<file path="config.mk">
export PLATFORM = sky130hd
export DESIGN_NAME = beta_prefetch_fetch_unit
export DESIGN_NICKNAME = d
export VERILOG_FILES = /design/src/rtl/beta_prefetch_fetch_unit.sv
export SDC_FILE = /design/constraint.sdc
export NUM_CORES = 1
export LEC_CHECK = 0
export ABC_AREA = 1
export CAP_MARGIN = 0
export CORE_MARGIN = 2
export CORE_UTILIZATION = 30
export DETAILED_ROUTE_END_ITERATION = 8
export SLEW_MARGIN = 20
export SYNTH_ARGS = -nofsm -noshare
export SYNTH_HDL_FRONTEND = slang
export SYNTH_SLANG_ARGS = --single-unit
</file>
<file path="constraint.sdc">
create_clock -name clk_i -period 28 [get_ports clk_i]
set_input_delay 5.6 -clock clk_i [delete_from_list [all_inputs] [get_ports clk_i]]
set_output_delay 5.6 -clock clk_i [all_outputs]
set_load 0.02 [all_outputs]
</file>
<file path="src/rtl/beta_prefetch_fetch_unit.sv">
`default_nettype none
// ============================================================================
// Module   : beta_prefetch_fetch_unit
// Brief    : Pipelined imem fetch unit with a credit-limited prefetch FIFO.
//            Optional same-cycle response bypass: define BETA_FU_BYPASS_EN.
// Revision : 1.0 - initial release
// ============================================================================
module beta_prefetch_fetch_unit #(
  parameter int unsigned          DataWidth      = 32,
  parameter int unsigned          AddrWidth      = 32,
  parameter int unsigned          FifoDepth      = 4,
  parameter int unsigned          MaxOutstanding = 2,
  parameter logic [AddrWidth-1:0] BootAddr       = 32'h0000_0000
) (
  input  logic                 clk_i,
  input  logic                 rst_i,
  input  logic                 fetch_en_i,
  input  logic                 flush_i,
  input  logic [AddrWidth-1:0] flush_addr_i,
  output logic                 instr_req_o,
  output logic [AddrWidth-1:0] instr_addr_o,
  input  logic                 instr_ready_i,
  input  logic                 instr_valid_i,
  input  logic [DataWidth-1:0] instr_rdata_i,
  output logic                 out_valid_o,
  input  logic                 out_ready_i,
  output logic [DataWidth-1:0] out_instr_o,
  output logic [AddrWidth-1:0] out_addr_o,
  output logic                 busy_o
);

  localparam int unsigned PtrW   = $clog2(FifoDepth);
  localparam int unsigned CntW   = PtrW + 1;
  localparam int unsigned SumW   = CntW + 1;
  localparam int unsigned AqPtrW = (MaxOutstanding > 1) ? $clog2(MaxOutstanding) : 1;

  localparam logic [AddrWidth-1:0] PcStep   = AddrWidth'(DataWidth / 8);
  localparam logic [CntW-1:0]      MaxOut   = CntW'(MaxOutstanding);
  localparam logic [SumW-1:0]      DepthSum = SumW'(FifoDepth);
  localparam logic [AqPtrW-1:0]    AqLast   = AqPtrW'(MaxOutstanding - 1);

  typedef enum logic [0:0] {StIdle = 1'b0, StReq = 1'b1} state_e;

  state_e                 state_q, state_d;
  logic [AddrWidth-1:0]   addr_q, addr_d;
  logic [AddrWidth-1:0]   pc_q, pc_d;
  logic                   stale_q, stale_d;
  logic [CntW-1:0]        out_q, out_d;
  logic [CntW-1:0]        disc_q, disc_d;
  logic [CntW-1:0]        cnt_q, cnt_d;
  logic [PtrW-1:0]        wptr_q, wptr_d;
  logic [PtrW-1:0]        rptr_q, rptr_d;
  logic [AqPtrW-1:0]      aq_wr_q, aq_wr_d;
  logic [AqPtrW-1:0]      aq_rd_q, aq_rd_d;
  logic [DataWidth-1:0]   data_q  [FifoDepth];
  logic [AddrWidth-1:0]   faddr_q [FifoDepth];
  logic [AddrWidth-1:0]   aq_q    [MaxOutstanding];

  logic                   w_grant, w_rsp, w_drop, w_accept, w_push, w_pop;
  logic                   w_issue_now, w_issue_post;
  logic [AddrWidth-1:0]   w_rsp_addr;

  assign instr_req_o  = (state_q == StReq);
  assign instr_addr_o = addr_q;
  assign busy_o       = instr_req_o | (out_q != '0);

  assign w_grant    = instr_req_o & instr_ready_i;
  assign w_rsp      = instr_valid_i;
  // Flush wins over a same-cycle response, so that word is dropped as well.
  assign w_drop     = flush_i | (disc_q != '0);
  assign w_accept   = w_rsp & ~w_drop;
  assign w_rsp_addr = aq_q[aq_rd_q];
  assign w_pop      = (cnt_q != '0) & out_ready_i & ~flush_i;

`ifdef BETA_FU_BYPASS_EN
  logic w_byp;
  assign w_byp       = w_accept & (cnt_q == '0);
  assign out_valid_o = (cnt_q != '0) | w_byp;
  assign out_instr_o = w_byp ? instr_rdata_i : data_q[rptr_q];
  assign out_addr_o  = w_byp ? w_rsp_addr    : faddr_q[rptr_q];
  assign w_push      = w_accept & ~(w_byp & out_ready_i);
`else
  assign out_valid_o = (cnt_q != '0);
  assign out_instr_o = data_q[rptr_q];
  assign out_addr_o  = faddr_q[rptr_q];
  assign w_push      = w_accept;
`endif

  always_comb begin
    out_d   = out_q + CntW'(w_grant) - CntW'(w_rsp);
    cnt_d   = flush_i ? '0 : (cnt_q + CntW'(w_push) - CntW'(w_pop));
    rptr_d  = rptr_q + PtrW'(w_pop);
    wptr_d  = flush_i ? rptr_q : (wptr_q + PtrW'(w_push));
    aq_wr_d = w_grant ? ((aq_wr_q == AqLast) ? '0 : aq_wr_q + 1'b1) : aq_wr_q;
    aq_rd_d = w_rsp   ? ((aq_rd_q == AqLast) ? '0 : aq_rd_q + 1'b1) : aq_rd_q;
    // Everything still in flight after this cycle belongs to the old stream.
    if (flush_i) begin
      disc_d = out_d;
    end else begin
      disc_d = disc_q - CntW'(w_rsp & (disc_q != '0)) + CntW'(w_grant & stale_q);
    end
  end

  assign w_issue_now  = fetch_en_i & ~flush_i & (out_q < MaxOut) &
                        ((SumW'(cnt_q) + SumW'(out_q)) < DepthSum);
  assign w_issue_post = fetch_en_i & ~flush_i & (out_d < MaxOut) &
                        ((SumW'(cnt_d) + SumW'(out_d)) < DepthSum);

  always_comb begin
    state_d = state_q;
    addr_d  = addr_q;
    pc_d    = pc_q;
    stale_d = stale_q;
    if (flush_i) begin
      pc_d = flush_addr_i;
    end else if (w_grant & ~stale_q) begin
      pc_d = pc_q + PcStep;
    end
    case (state_q)
      StIdle: begin
        if (w_issue_now) begin
          state_d = StReq;
          addr_d  = pc_q;
        end
      end
      StReq: begin
        if (w_grant) begin
          stale_d = 1'b0;
          if (w_issue_post) begin
            addr_d = pc_d;
          end else begin
            state_d = StIdle;
          end
        end else if (flush_i) begin
          stale_d = 1'b1;
        end
      end
      default: state_d = StIdle;
    endcase
  end

  always_ff @(posedge clk_i or posedge rst_i) begin
    if (rst_i) begin
      state_q <= StIdle;
      addr_q  <= BootAddr;
      pc_q    <= BootAddr;
      stale_q <= 1'b0;
      out_q   <= '0;
      disc_q  <= '0;
      cnt_q   <= '0;
      wptr_q  <= '0;
      rptr_q  <= '0;
      aq_wr_q <= '0;
      aq_rd_q <= '0;
      for (int unsigned i = 0; i < FifoDepth; i++) begin
        data_q[i]  <= '0;
        faddr_q[i] <= BootAddr;
      end
    end else begin
      state_q <= state_d;
      addr_q  <= addr_d;
      pc_q    <= pc_d;
      stale_q <= stale_d;
      out_q   <= out_d;
      disc_q  <= disc_d;
      cnt_q   <= cnt_d;
      wptr_q  <= wptr_d;
      rptr_q  <= rptr_d;
      aq_wr_q <= aq_wr_d;
      aq_rd_q <= aq_rd_d;
      if (w_push) begin
        data_q[wptr_q]  <= instr_rdata_i;
        faddr_q[wptr_q] <= w_rsp_addr;
      end
    end
  end

  // Granted-address queue; entries are only read after being written.
  always_ff @(posedge clk_i) begin
    if (w_grant) begin
      aq_q[aq_wr_q] <= addr_q;
    end
  end

endmodule
`default_nettype wire

</file>
======== Word-level counts from Yosys, hierarchy flattened ========
Memory sizes are Yosys's and may differ from the RTL's.
Index checks and enable logic that the tools add are counted.
Widths: inputs -> output; s select.
cells by class
  add/sub/neg operators ................... 13
  order comparisons ....................... 7
  eq/ne operators ......................... 3
  mux-type cells .......................... 29
  bitwise gates (word level) .............. 20
  reduce and logical (&&, ||, !) cells .... 7
operators by type and width
  operator               count
  $mux 32                10
  $bwmux 128             2
  $bmux 32 s2            2
  $demux 32 s2           1
  $pmux 32 s2            1
  $add 32x3->32 const B  1
  $and 1x1->1            12
  $add 3x1->3            3
  $mux 1                 9
  $reduce_bool 3->1      3
  $sub 3x1->3            3
  $add 3x3->4            2
  $lt 4x3->1 const B     2
  $ge 3x3->1 const B     2
  $lt 3x2->1 const B     2
  $mux 3                 2
  $not 2->3              2
  $add 2x1->2            2
  $ne 2x1->1 const B     2
  $not 1->1              4
  $lt 3x1->1 const B     1
  $reduce_and 3->1       1
  $add 1x1->1 const B    2
  $mux 2                 1
  other kinds (6)        7
storage, ports and cells
  register bits ........................... 337
  bits in writable memories ............... 64
  output and inout bits ................... 99
  memories kept ........................... 1
memory list
  memory  depth  width  read ports  clocked after Yosys merged registers in  wr ports  RTL line  source
  aq_q    2      32     1           0                                        1         57        logic [AddrWidth-1:0] aq_q [MaxOutstanding];

======== Longest topological paths before layout ========
Gate-level depths: netlist (run 1).
  depth after elaboration ................. 13
  mapped depth ............................ 19
  mapped depth without buffers ............ 18

======== Least setup slack after synthesis (run 1) ========
No wires, ideal clock.
  kind .................................... input port to flip-flop
  start point ............................. in flush_i
  end point ............................... reg addr_q[11] (netlist: instr_addr_o[11])
  setup time .............................. 0.131 ns
  data arrival time ....................... 8.393 ns
  path slack .............................. 19.475 ns
  stages .................................. 18
  buffers on the path ..................... 2
  cell sequence ........................... inv_2 > buf_1 > nand3_1 > xor2_1 > ha_1 > inv_1 > fa_1 > o21ai_0 > a21oi_1 > ha_1 > nor2_1 > and2_0 > nand3_1 > nand2_1 > nand3_1 > clkbuf_1 > nand2_1 > a21boi_0
on the way
  cells in the longest elaborated chain, start to end .. 11
RTL lines
  what                            RTL line  source
  start: declaration              18        input logic flush_i,
  $or 1x1->1                      70        assign w_drop = flush_i | (disc_q != '0);
  $not 1->1                       71        assign w_accept = w_rsp & ~w_drop;
  $and 1x1->1                     71
  $add 3x1->3                     91        cnt_d = flush_i ? '0 : (cnt_q + CntW'(w_push) - CntW'(w_pop));
  $sub 3x1->3                     91
  $mux 3 (*)                      91
  named net cnt_d[2]              50        logic [CntW-1:0] cnt_q, cnt_d;
  $add 3x3->4 (*)                 107       ((SumW'(cnt_d) + SumW'(out_d)) < DepthSum);
  $lt 4x3->1 (*)                  107
  $and 1x1->1 (*)                 106       assign w_issue_post = fetch_en_i & ~flush_i & (out_d < MaxOut) &
  $ne 2x1->1 (no line) (*)        -
  $reduce_and 3->1 (no line) (*)  -
  end signal: assignment          145       addr_q <= BootAddr;
  end signal: assignment          161       addr_q <= addr_d;
  end: declaration                45        logic [AddrWidth-1:0] addr_q, addr_d;
The timed path passes the listed nets; every way through them passes the cells marked *. The select of a mux whose other input is x is not followed.
A chain may end at the register's enable or synchronous reset.

======== Final worst setup path (run 1) ========
  start point ............................. reg rptr_q[0]
  end point ............................... out out_addr_o[14]
on the way
  cells in the longest elaborated chain, start to end .. 4
RTL lines
  what                                         RTL line  source
  start: declaration                           52        logic [PtrW-1:0] rptr_q, rptr_d;
  start signal: assignment                     168       rptr_q <= rptr_d;
  $not 2->3 (implied by the code)              85        assign out_addr_o = faddr_q[rptr_q];
  $bmux 32 s2                                  85
  $mux 32 (implied by the code) (2 in series)  85
  end: declaration                             28        output logic [AddrWidth-1:0] out_addr_o,
Every way passes these cells. The select of a mux whose other input is x is not followed.

==> results of run 1 <==
[cells in the final DEF (no fill, tap or decap), types with 3 or more instances in the layout]
| master | Yosys | final |
|---|---|---|
| nand2_1 | 258 | 258 |
| clkbuf_16 | 0 | 46 |
| clkbuf_1 | 64 | 9 |
| mux2_1 | 16 | 16 |
| clkinv_2 | 0 | 10 |
| a21boi_0 | 3 | 3 |
| dfrtp_1 | 337 | 336 |
| clkdlybuf4s50_1 | 0 | 169 |
| edfxtp_1 | 64 | 64 |
| clkbuf_8 | 0 | 11 |
| o22ai_1 | 32 | 32 |
| xor2_1 | 8 | 8 |
| nor3_4 | 4 | 5 |
| o211ai_1 | 3 | 3 |
| nor2_2 | 1 | 3 |
| ha_1 | 12 | 12 |
| fa_1 | 3 | 3 |
| a21oi_1 | 118 | 118 |
| o21ai_0 | 173 | 173 |
| clkinv_1 | 2 | 3 |
| mux2_2 | 240 | 240 |
| buf_4 | 20 | 21 |
| nand3_1 | 75 | 74 |
| inv_1 | 103 | 101 |
| nor3_1 | 3 | 3 |
| nand4_1 | 8 | 8 |
| nor2_1 | 121 | 119 |
[worst max-delay path: cells and delay by family (launching register included)]
| family | cells | cell delay, ps |
|---|---|---|
| compound gates | 2 | 350 |
| flops | 1 | 620 |
| buf+inv | 3 | 2220 |
[kinds of logic (layout without fill, tap and decap cells)]
family	count (synthesis)	after routing	synth area share [%]
DFF	401	401	57.10
and+or+nand+nor	480	480	11.16
xor gates and xnor gates	9	9	0.4347
muxes	256	256	15.90
AOI/OAI and AO/OA	335	335	9.625
buffers and inverters	201	381	4.623
adders and majority gates	15	15	1.159
[routing by layer]
metal	global-route usage (%)	up-vias
met5	0	-
met4	3.873	2
met3	2.920	64
met2	25.17	334
met1	21.08	6412
li1	-	6111
[worst paths after layout]
kind | to | cells after the start
hold / removal | aq_rd_q | 1
min in group asynchronous | data_q[2] | 2
max in group asynchronous | rptr_q[0] | 3
setup reg to reg | instr_addr_o[8] | 18
hold reg to reg | aq_rd_q | 1
setup / recovery | out_addr_o[14] | 5
[state kept, by name, indices dropped and copies added (netlist names)]
| name | count |
|---|---|
| wptr_q | 2 |
| stale_q | 1 |
| aq_rd_q | 1 |
| data_q | 128 |
| rptr_q | 2 |
| instr_addr_o | 32 |
| aq_wr_q | 1 |
| aq_q | 64 |
| cnt_q | 3 |
| instr_req_o | 1 |
| faddr_q | 128 |
| disc_q | 3 |
| pc_q | 32 |
| out_q | 3 |
[final cells by class]
class | count | area, um^2
fillers | 5851 | 37970
flip-flops and latches | 401 | 10360
clock buffers | 66 | 1336
clock inverters | 16 | 135.1
well taps | 782 | 978.4
inverters | 107 | 411.6
multi-input cells | 1095 | 6958
repair buffers | 192 | 1872
[power by group]
part / internal, mW / total, mW / switching [mW]
Combinational: 0.418 / 0.972 / 0.554
Sequential: 0.788 / 0.909 / 0.121
Clock: 0.341 / 0.586 / 0.245
Total: 1.55 / 2.47 / 0.920
[stage by stage]
step | std cells | hold WS, ps | power (mW) | setup slack [ps]
2_1_floorplan | 1697 | 458.4 | 1.481 | 13060
3_3_place_gp | 2577 | 460.0 | 1.874 | 18160
3_5_place_dp | 2577 | 475.5 | 1.902 | 18020
4_1_cts | 2659 | 484.6 | 2.502 | 18510
5_1_grt | 2659 | 505.4 | 2.632 | 18240
6_report | 2659 | 484.6 | 2.467 | 18590
==> key figures, run 1 <==
Synth
  – Synth top area cells: dfrtp_1, mux2_2, edfxtp_1
  – Most used flip-flop cell after synthesis: dfrtp_1
  – Yosys warns: 0
  – Fraction of registers with async set or reset after synthesis: between 80 and 90%
  – Top-area cell type share of the netlist area: 46.50%
  – Area leader, netlist: dfrtp_1
  – Flops & latches, synth: 401
  – Mapped Cells: between 1500 and 2000
  – Synthesized Nets: between 1500 and 2000
  – Distinct cells, synth: 39
  – Mapped cell area: approximately 18000 um^2
  – Part of the Yosys area used for sequential elements: 57.10%
  – Synth top cells by count: dfrtp_1, nand2_1, mux2_2
  – Synthesized area per cell: about 11 um^2
  – Most numerous cell in the Yosys netlist: dfrtp_1
  – EDFF count, synth: 64

Global route
  – Vias in the first global route: roughly 13000
  – Global-route wire length before repair: 76380 um
  – Overflow left after global routing: 0
  – Total track usage: 15.42%
  – Antenna violations before repair: 1
  – Pin count of the biggest net entering global routing: 135

Layout
  – Design area: ~22000 um^2
  – Share of post-route cells with drive strength above 1: a little under a fifth
  – Utilization after layout: 36.74%
  – Diodes inserted: 0
  – Final #Nets: ~1900
  – Area Growth Syn to Fin: 21.59%

Die
  – IO Pins: between 150 and 200
  – Initial Util: between 30% and 40%
  – Row count: 90
  – Die ar.: between 60000 and 70000 um^2
  – Core ar.: between 60000 and 70000 um^2
  – Die Span Y: around 250 um
  – Die width: approximately 250 um

Setup path
  – Critical path's largest stage delay: approximately 750 ps
  – WP data arrival: 3810 ps
  – Crit-path max FO: 86
  – Crit path from: rptr_q[0]
  – R2R Path Start: instr_req_o
  – R2R Setup Slk: around 24000 ps
  – Slowest CP cell: clkdlybuf4s50_1
  – Critical path type: reg2out
  – CP startpoint kind: flip-flop
  – Setup crit end kind: output pin
  – CP required: around 22000 ps
  – CP Cell Sequence: inv_4, buf_4, o21ai_0, o22ai_1, clkdlybuf4s50_1

Clock network
  – H-tree levels: 2
  – Hold Buf Count CTS: 0
  – Post-cts repair resize count: 0
  – Setup repair bufs after CTS: 0
  – Clock Pin Slew Worst Setup and Hold Paths: around 60 ps
  – Cts bufs inserted: 46
  – Clock latency at the later pin of the worst-skew pair: 580 ps
  – Clk root buf: clkbuf_16
  – CTS Buffer Depth: 3
  – CTS tree: yes
  – CTS sink cnt: about 400

Detailed routing
  – DR WL met2: about 22000 um
  – Routed Antenna Nets: 0
  – Drt first pass iters: 5
  – WL/cell: 17.99 um
  – Vias: between 10000 and 15000
  – Met3 wire len: 2786 um
  – Total routed wirelength: around 48000 um
  – Via density per instance: 4.860
  – Remaining DRCs: 0
  – Top layer reached by signal wires: met5
  – DRT iter0 DRCs: around 840
  – Wl on met1: 21970 um

Job
  – Maxcap violations: 0

Worst hold path
  – Worst hold start: aq_rd_q
  – Hold WC Path Type: reg2reg

Timing
  – Clock Skew: between 20 and 25 ps
  – Setup TNS: 0 ps
  – Slew @ Worst Pin: approximately 980 ps
  – Slew headroom: between 30% and 40%
  – FMAX: 106.3 MHz
  – Count of final hold-check violations: 0
  – Period utilisation layout: about a third
  – Final slew viol count: 0
  – # setup viols final: 0
  – Unrepaired setup endpoints after global routing: no
  – Period minus WS final: ~9400 ps

Power and ir drop
  – Leakage: just under 10 nW
  – Worst VDD drop: around 0.077 mV
  – Power Density: around 110 nW/um^2

Placed design
  – Post-DP HPWL: just over 30000 um
  – PortBufs: ~170
  – Area post-placement: between 20000 and 25000 um^2
  – Gp weighted congestion: 0.8526

Run status
  – Status: complete, no violations
No activity file was read; power rests on OpenSTA's default activity.
==> run 2: changes to the inputs <==
==> constraint.sdc (replaced) <==
create_clock -name clk_i -period 8.58 [get_ports clk_i]
set_input_delay 1.716 -clock clk_i [delete_from_list [all_inputs] [get_ports clk_i]]
set_output_delay 1.716 -clock clk_i [all_outputs]
set_load 0.02 [all_outputs]
==> run 2 against run 1 <==
  * Sequential share of layout area is 0.053 points lower
  * Non-clock buffer count down 4
  * Critical path depth rose by 13
  * Design area rose by 0.12%
  * Total power grew to 3.3 times the previous value
  * Count of clock-buffer cells in the layout shrank 2
  * Worst hold slack gained 4.5 ps
  * Clock skew grew 2.0 ps
  * Final cell count hardly changed
  * Via count about the same
==> key figures, run 2 (same netlist as run 1, synthesis figures left out) <==
Global route
  – Pin count of the biggest net entering global routing: 164 (was 135)
  – Antenna violations before repair: 0 (was 1)
  – Total track usage: 15.15% (was 15.42%)
  – Global-route wire length before repair: 74890 um (was 76380 um)
  – Overflow left after global routing: 0 (unchanged)
  – Vias in the first global route: 13097 (was 13446)

Layout
  – Regs by FF count: data_q x128, faddr_q x128, aq_q x64 (unchanged)
  – Final Non-Filler Cells: 2657 (was 2659)
  – Footprint of the multi-input gates: 6958 um^2 (unchanged)
  – Most common cell after layout, fill and taps aside: dfrtp_1 (unchanged)
  – Reg area: 10360 um^2 (about the same)
  – Share of post-route cells with drive strength above 1: 18.62% (was 18.86%)
  – Area Growth Syn to Fin: 21.74% (was 21.59%)
  – Final #Nets: 1924 (was 1929)
  – Fill count: 5855 (was 5851)
  – Commonest non-fill, non-tap cells in the layout: dfrtp_1, nand2_1, mux2_2, o21ai_0, clkdlybuf4s50_1 (unchanged)

Setup path
  – Delay-heaviest family, CP: buffers and inverters (unchanged)
  – WP depth: 18 (was 5)
  – WP data arrival: 6240 ps (was 3810 ps)
  – Worst Reg-to-Reg Cells: 17 (was 18)
  – Crit-path max FO: 45 (was 86)
  – CP required: 9080 ps (was 22400 ps)
  – CP startpoint kind: input pin (was flip-flop)
  – CP Cell Sequence: clkdlybuf4s50_1, inv_2, nand3_1, xor2_1, ha_1, inv_1, fa_1, o21ai_0, a21oi_1, ha_1, nor2_1, and2_0, nand3_1, nand2_1, nand3_2, clkinv_1, o21ai_0, o21ai_0 (was inv_4, buf_4, o21ai_0, o22ai_1, clkdlybuf4s50_1)
  – Critical path's largest stage delay: 620 ps (was 750 ps)
  – Crit path from: flush_i (was rptr_q[0])
  – Buf+Inv Stages, Crit Path: 4 (was 3)
  – R2R Path Start: instr_req_o (unchanged)
  – Most used cell, CP: o21ai_0
  – Slowest CP cell: inv_2 (was clkdlybuf4s50_1)
  – Setup crit end kind: flip-flop (was output pin)
  – Critical path type: in2reg (was reg2out)

Clock network
  – Post-cts repair resize count: 0 (unchanged)
  – Clock latency at the later pin of the worst-skew pair: 580 ps (about the same)
  – CTS sink cnt: 401 (unchanged)
  – Cts bufs inserted: 45 (was 46)
  – Clk root buf: clkbuf_16 (unchanged)
  – CTS Buffer Depth: 3 (unchanged)
  – H-tree levels: 2 (unchanged)
  – Clock Pin Slew Worst Setup and Hold Paths: 60 ps (about the same)
  – CTS tree: yes (unchanged)
  – Setup repair bufs after CTS: 0 (unchanged)
  – Hold Buf Count CTS: 0 (unchanged)

Run status
  – Status: complete, no violations (unchanged)

Timing
  – Period minus WS final: between 5000 and 6000 ps
  – Slew @ Worst Pin: 1125 ps (was 981.1 ps)
  – FMAX: between 150 and 200 MHz
  – Period utilisation layout: about 67%
  – # setup viols final: 0 (unchanged)
  – Final slew viol count: 0 (unchanged)
  – Final Hold Slack: 489.1 ps (was 484.6 ps)
  – Count of final hold-check violations: 0 (unchanged)
  – Slew headroom: 25.02% (was 34.60%)
  – Clock Skew: 25.12 ps (was 23.11 ps)
  – Unrepaired setup endpoints after global routing: no (unchanged)
  – Setup TNS: 0 ps (unchanged)
  – PnR worst setup slack: 2835 ps (was 18590 ps)

Power and ir drop
  – Tot Pwr: 8.077 mW (was 2.467 mW)
  – Power Density: 365.9 nW/um^2 (was 111.9 nW/um^2)
  – Leakage: 9.678 nW (was 9.686 nW)
  – Worst VDD drop: 0.1383 mV (was 0.07677 mV)

Die
  – IO Pins: 170 (unchanged)
  – Die width: 249.9 um (unchanged)
  – Initial Util: 30.21% (unchanged)
  – Row count: 90 (unchanged)
  – Die ar.: 62430 um^2 (unchanged)
  – Core ar.: 60020 um^2 (unchanged)
  – Die Span Y: 249.9 um (unchanged)

Job
  – Maxcap violations: 0 (unchanged)

Placed design
  – DP Cell Count: 2573 (was 2577)
  – PortBufs: 169 (unchanged)
  – Gp weighted congestion: 0.8652 (was 0.8526)
  – Post-DP HPWL: 29780 um (was 30530 um)
  – Pre-CTS setup slack: 2184 ps (was 18020 ps)

Detailed routing
  – Drt first pass iters: 5 (unchanged)
  – Via density per instance: 4.865 (was 4.860)
  – Vias: 12925 (was 12923)
  – WL/cell: 17.65 um (was 17.99 um)
  – Routed Antenna Nets: 0 (unchanged)
  – Remaining DRCs: 0 (unchanged)
  – Total routed wirelength: 46890 um (was 47820 um)
  – DRT iter0 DRCs: 769 (was 842)

Worst hold path
  – Hold WC Path Type: reg2reg (unchanged)
  – Hold Crit Depth: 1 (unchanged)
  – Worst hold start: faddr_q[3] (was aq_rd_q)
run 2: cell count changes in the layout (fill, tap and decap cells not counted), sizes merged:
cell / delta
clkinvlp: +1
bufinv: +3
clkbuf: -2
clkinv: -1
diode: +1
buf: -4
run 2: worst paths after layout:
path / endpoint / slack, ps
setup / recovery: instr_addr_o[10] / 2830
hold / removal: faddr_q[3] / 490
setup reg to reg: instr_addr_o[10] / 4280
hold reg to reg: faddr_q[3] / 490
max in group asynchronous: faddr_q[29] / 5450
min in group asynchronous: data_q[71] / 1720
run 2: where the power goes:
part | internal (mW) | switching, mW
sequential | 2.57 | 0.432
clock | 1.17 | 0.784
combinational | 1.36 | 1.76
run 2: through the flow:
| stage | cell area (um^2) | util, % |
|---|---|---|
| 2_1_floorplan | 18140 | - |
| 4_1_cts | 22070 | 36.78 |
| 3_3_place_gp | 20560 | 34.26 |
| 6_report | 22080 | 36.78 |
| 3_5_place_dp | 20560 | 34.26 |
| 5_1_grt | 22070 | 36.78 |
run 2: worst reg2reg max path, stage by stage, from the launching register on:
cell and delay [ps]:
dfrtp_1 350, buf_4 400, nand2_4 130, ha_1 300, inv_1 40, ha_1 180, fa_1 380, xor2_1 230
inv_1 90, ha_1 300, nor2_1 120, and2_0 140, nand3_1 70, nand2_1 100, nand3_2 590, clkinv_1 470
o21ai_0 140, o21ai_0 180
run 2: metal layers:
metal | vias up | routed length (um) | GRT usage [%]
li1 | 6090 | - | -
met1 | 6428 | 21130 | 20.02
met2 | 340 | 21520 | 24.48
met3 | 67 | 3288 | 4.005
met4 | 0 | 949 | 4.182
met5 | - | 0 | 0
run 2: final cells by class:
type                    instances  area share (%)
flip-flops and latches        401           46.93
multi-input cells            1095           31.52
repair buffers                188           8.422
clock buffers                  64           5.837
well taps                     782           4.432
inverters                     107           1.848
clock inverters                19           1.009
diodes                          1         0.01133
